`config.mk`:
```
export PLATFORM = sky130hd
export DESIGN_NAME = led_scan_driver
export DESIGN_NICKNAME = d
export VERILOG_FILES = /design/src/rtl/led_scan_driver_pkg.sv /design/src/rtl/led_scan_driver_tick_gen.sv /design/src/rtl/led_scan_driver.sv
export SDC_FILE = /design/constraint.sdc
export NUM_CORES = 1
export LEC_CHECK = 0
export CORE_UTILIZATION = 40
export DETAILED_ROUTE_END_ITERATION = 7
export DONT_BUFFER_PORTS = 1
export SLEW_MARGIN = 5
export SYNTH_ARGS = -nofsm -noshare
export SYNTH_HDL_FRONTEND = slang
export SYNTH_SLANG_ARGS = --single-unit
```
`constraint.sdc`:
```
create_clock -name clk -period 2.2 [get_ports clk]
set_clock_uncertainty 0.05 [all_clocks]
set_input_delay 0.33 -clock clk [delete_from_list [all_inputs] [get_ports clk]]
set_output_delay 0.33 -clock clk [all_outputs]
set_load 0.02 [all_outputs]
```
`src/rtl/led_scan_driver_pkg.sv`:
```
// Shared display constants and helpers for the four-digit LED scan driver.
package led_scan_driver_pkg;

  localparam int unsigned REFRESH_DIV_DEFAULT = 25000;
  localparam int unsigned DATA_W              = 16;
  localparam int unsigned NIB_W               = 4;
  localparam int unsigned IDX_W               = 2;

  // Active-low anode enables, one digit lit at a time.
  localparam logic [3:0] AN_DIGIT0 = 4'b1110;
  localparam logic [3:0] AN_DIGIT1 = 4'b1101;
  localparam logic [3:0] AN_DIGIT2 = 4'b1011;
  localparam logic [3:0] AN_DIGIT3 = 4'b0111;
  localparam logic [3:0] AN_OFF    = 4'b1111;

  // Anode pattern for a digit index.
  function automatic logic [3:0] anode_for(input logic [IDX_W-1:0] idx);
    logic [3:0] pat;
    pat = AN_OFF;
    case (idx)
      2'd0: pat = AN_DIGIT0;
      2'd1: pat = AN_DIGIT1;
      2'd2: pat = AN_DIGIT2;
      2'd3: pat = AN_DIGIT3;
      default: pat = AN_OFF;
    endcase
    return pat;
  endfunction

  // Nibble of a display word for a digit index; index 0 is the rightmost.
  function automatic logic [NIB_W-1:0] nibble_sel(input logic [DATA_W-1:0] value,
                                                  input logic [IDX_W-1:0]  idx);
    return value[{idx, 2'b00} +: NIB_W];
  endfunction

endpackage

```
`src/rtl/led_scan_driver_tick_gen.sv`:
```
// Refresh divider: counts 0..REFRESH_DIV-1 and flags the last count.
module scan_tick_gen
  import led_scan_driver_pkg::*;
#(
  parameter int unsigned REFRESH_DIV = REFRESH_DIV_DEFAULT
) (
  input  logic clk,
  input  logic reset,
  output logic tick
);

  localparam int unsigned CNT_W = (REFRESH_DIV > 1) ? $clog2(REFRESH_DIV) : 1;

  logic [CNT_W-1:0] count;

  // Tick is decoded from the count so it lines up with the wrap cycle.
  assign tick = (count == CNT_W'(REFRESH_DIV - 1));

  // Free-running divider with wrap at the last count.
  always_ff @(posedge clk) begin
    if (reset) begin
      count <= '0;
    end else if (tick) begin
      count <= '0;
    end else begin
      count <= count + CNT_W'(1);
    end
  end

endmodule

```
`src/rtl/led_scan_driver.sv`:
```
// Multiplexed four-digit LED scan driver with frame-synchronous value update.
module led_scan_driver
  import led_scan_driver_pkg::*;
#(
  parameter int unsigned REFRESH_DIV = REFRESH_DIV_DEFAULT
) (
  input  logic              clk,
  input  logic              reset,
  input  logic              load,
  input  logic [DATA_W-1:0] data_in,
  input  logic              blank,
  output logic [NIB_W-1:0]  digit_out,
  output logic [3:0]        an,
  output logic              ack
);

  logic              tick;
  logic [IDX_W-1:0]  index;
  logic              frame_end;
  logic [DATA_W-1:0] active;
  logic [DATA_W-1:0] pending;
  logic              pend_valid;

  scan_tick_gen #(
    .REFRESH_DIV (REFRESH_DIV)
  ) u_tick_gen (
    .clk   (clk),
    .reset (reset),
    .tick  (tick)
  );

  // Last tick of digit 3 closes the frame; display updates only here.
  assign frame_end = tick && (index == IDX_W'(3));

  // Digit index steps on every divider tick.
  always_ff @(posedge clk) begin
    if (reset) begin
      index <= '0;
    end else if (tick) begin
      index <= index + IDX_W'(1);
    end
  end

  // Pending/active handoff: newest load wins, commit only at frame end.
  always_ff @(posedge clk) begin
    if (reset) begin
      active     <= '0;
      pending    <= '0;
      pend_valid <= 1'b0;
      ack        <= 1'b0;
    end else begin
      ack <= frame_end && pend_valid;
      if (frame_end && pend_valid) begin
        active <= pending;
      end
      if (load) begin
        pending    <= data_in;
        pend_valid <= 1'b1;
      end else if (frame_end) begin
        pend_valid <= 1'b0;
      end
    end
  end

  // Registered digit drive; blank only darkens the anodes.
  always_ff @(posedge clk) begin
    if (reset) begin
      an        <= AN_OFF;
      digit_out <= '0;
    end else begin
      an        <= blank ? AN_OFF : anode_for(index);
      digit_out <= nibble_sel(active, index);
    end
  end

endmodule

```
==> flow_summary.json <==
{
  "synth_seq_cells": 59,
  "fin_crit_sh": 0.947,
  "io_buffers": 0,
  "synth_top_area_cell": "dfxtp_1",
  "drt_iter0_drc": 114,
  "p_leak_uw": 0.00101,
  "crit_path_max_incr_delay_ns": 0.69,
  "avgSynthCellArea_um2": 9.64,
  "seq_area_frac_synth": 0.506,
  "synth_most_common_cell": "dfxtp_1",
  "peakVddDrop_mv": 0.481,
  "gp_congestion": 0.789,
  "seqCellArea_um2": 1180,
  "synth-async-reset-ratio": 0,
  "cp.required_ns": 2.37,
  "critPathKind": "register to register",
  "path_buf_inv": 0,
  "grt_overflow": 0,
  "synth_top_area_share": 0.506,
  "wl_um": 4390,
  "setup_viol": 0,
  "cts_buffers": 9,
  "hold_depth": 1,
  "worst_pin_slew_ns": 0.329,
  "r2r_cells": 4,
  "ant_nets": 0,
  "ys_top_cells_by_count": "dfxtp_1 (59), nand2_1 (40), nor2_1 (35)",
  "antenna_found_initial": 0,
  "grt_pass1_wl_um": 7790,
  "syn2layout_area_growth_pct": 14.8,
  "synth-edff-count": 0,
  "coreArea_um2": 5570,
  "via_per_inst": 4.97,
  "cts_tree": "done",
  "synth-adder-area-share": 0.0322,
  "dp_hpwl_um": 2750,
  "crit_arrival_ns": 2.25,
  "fp.dieW_um": 78.4,
  "setup_tns_ns": 0,
  "multi_input_comb_area_um2": 1070,
  "outcome": "completed",
  "synth_top_flop_cell": "dfxtp_1",
  "rrSetupSlack_ns": 0.12,
  "fin_crit_ns": 2.08,
  "critPathSlowestCell": "or4_1",
  "synth.distinct_cells": 30,
  "grtUsageTotal": 0.168,
  "cts_max_level": 3,
  "synthSimpleGateAreaFrac": 0.224,
  "ios": 29,
  "fmax_ghz": 0.480,
  "grt_pass1_vias": 1618,
  "syn-instance-count": 242,
  "worst-path-max-fanout": 15,
  "cts_resized": 0,
  "final_nets": 276,
  "r2r_start": "u_tick_gen.count[10]",
  "row_count": 27,
  "rr_endpoint": "u_tick_gen.count[12]",
  "hold_path_class": "primary input to register",
  "cts.sinks": 59,
  "hold_viol_final": 0,
  "die_h_um": 78.4,
  "synth_nets": 268,
  "die_area_um2": 6140,
  "hold_buffers": 4,
  "holdPathEnd": "pending[13]",
  "routedWlPerCell_um": 13.4,
  "p_per_area_nw_per_um2": 880,
  "remaining_drc_errors": 0,
  "hp-start": "reset",
  "synth_top_family_by_area": "simple AND/OR/NAND/NOR gates",
  "cp-start-kind": "register",
  "path_clk_slew_ns": 0.07,
  "maxSlewHeadroom": 0.780,
  "cts_setup_buffers": 0,
  "diodes": 0,
  "syn_area_um2": 2330,
  "grt_max_degree": 28,
  "synth-xor-area-share": 0.0451,
  "maxCapViolCount": 0,
  "yosys_warnings": 0,
  "clk_latency_ns": 0.33,
  "vias": 1626,
  "finalMaxSlewViolations": 0,
  "dr.pass1.iters": 4,
  "synth.mux.area_fraction": 0.112,
  "critPathTopFamily": "simple AND/OR/NAND/NOR gates",
  "drive_gt1_frac": 0.110,
  "n_fill_cell": 538,
  "synth-compound-area-share": 0.0440,
  "path_cells": "or4_4 > or4_1 > nand2b_4 > nor2_1",
  "rsz0062_at_grt": "no",
  "start_util": 0.418,
  "whs_ns": 0.0160,
  "clk_path_buf_depth": 2,
  "cts_root_buf": "clkbuf_8",
  "cp-end-kind": "register",
  "yosys-top-cells-area": "dfxtp_1 (51%), mux2i_1 (7.3%), nand2_1 (6.4%), nor2_1 (5.6%), a21oi_1 (3.9%)"
}
-- how the worst max path moves through the flow --
stage          slack [ns]                  from              endpoint  cells past startpoint
4_1_cts              0.11   u_tick_gen.count[6]  u_tick_gen.count[12]                      4
3_3_place_gp         0.15   u_tick_gen.count[6]   u_tick_gen.count[8]                      4
2_1_floorplan        0.22  u_tick_gen.count[10]  u_tick_gen.count[12]                      6
5_1_grt              0.02  u_tick_gen.count[10]  u_tick_gen.count[12]                      4
3_5_place_dp         0.11   u_tick_gen.count[6]  u_tick_gen.count[12]                      4
6_report             0.12  u_tick_gen.count[10]  u_tick_gen.count[12]                      4
-- per-stage QoR --
stage	power [uW]	setup WS, ns	area [um^2]	cells	utilization
after global placement	1180	0.149	2390	306	0.428
after global routing	2460	0.0226	2680	327	0.480
after CTS	2390	0.107	2670	326	0.479
after floorplan	1190	0.222	2330	242	-
after detailed placement	1180	0.111	2390	306	0.428
final	2360	0.118	2680	327	0.480
-- cells in the final DEF, fill, tap and decap left out, drive strengths merged --
master and count:
a21oi 18, bufinv 3, nand4 4, nand2b 1
xnor2 6, o21ai 1, mux2i 17, or4 4
nor3b 1, nand2 40, and3 3, xor2 6
or3 1, nand4bb 1, clkbuf 11, nor3 3
nor4 2, nor2 35, dfxtp 59, mux4 4
and4 1, dlygate4sd3 5, nand4b 1, buf 5
o31ai 1, nand3 7, inv 3, nor2b 4
clkinv 2, ha 6
-- logic make-up (layout without fill, tap and decap cells) --
family | count (synthesis) | count (layout)
simple gates | 108 | 108
xor+xnor | 12 | 12
buf+inv | 16 | 29
flops | 59 | 59
mux | 21 | 21
compound gates | 20 | 20
fa+ha+maj | 6 | 6
-- power breakdown --
part | internal (uW) | switching (uW)
logic | 32.4 | 27.2
clock network | 780 | 407
registers | 1090 | 17.1
-- sequential cells by signal, indices dropped and copies added (netlist names) --
signal            cells
u_tick_gen.count     15
ack                   1
index                 2
digit_out             4
pending              16
an                    4
active               16
pend_valid            1
-- cell type report --
cell class	instances	area share
clock buffer	11	0.0528
clock inverter	5	0.0374
inverter	3	0.00421
multi-input combinational	167	0.398
sequential	59	0.441
tap	72	0.0336
timing repair buffer	10	0.0327
-- metal layers --
metal | GRT usage | vias to the layer above | share of wire
met2 | 0.235 | 40 | 0.40
met5 | 0 | - | 0
met1 | 0.213 | 748 | 0.50
met4 | 0.117 | 0 | 0.026
met3 | 0.0616 | 9 | 0.076
li1 | - | 829 | -
-- worst register-to-register path: cells and delay by family, from the launching register on --
kind | cells | cell delay [ns]
AND/OR/NAND/NOR | 4 | 1.58
flip-flops | 1 | 0.35
(Power assumes the default switching activity.)
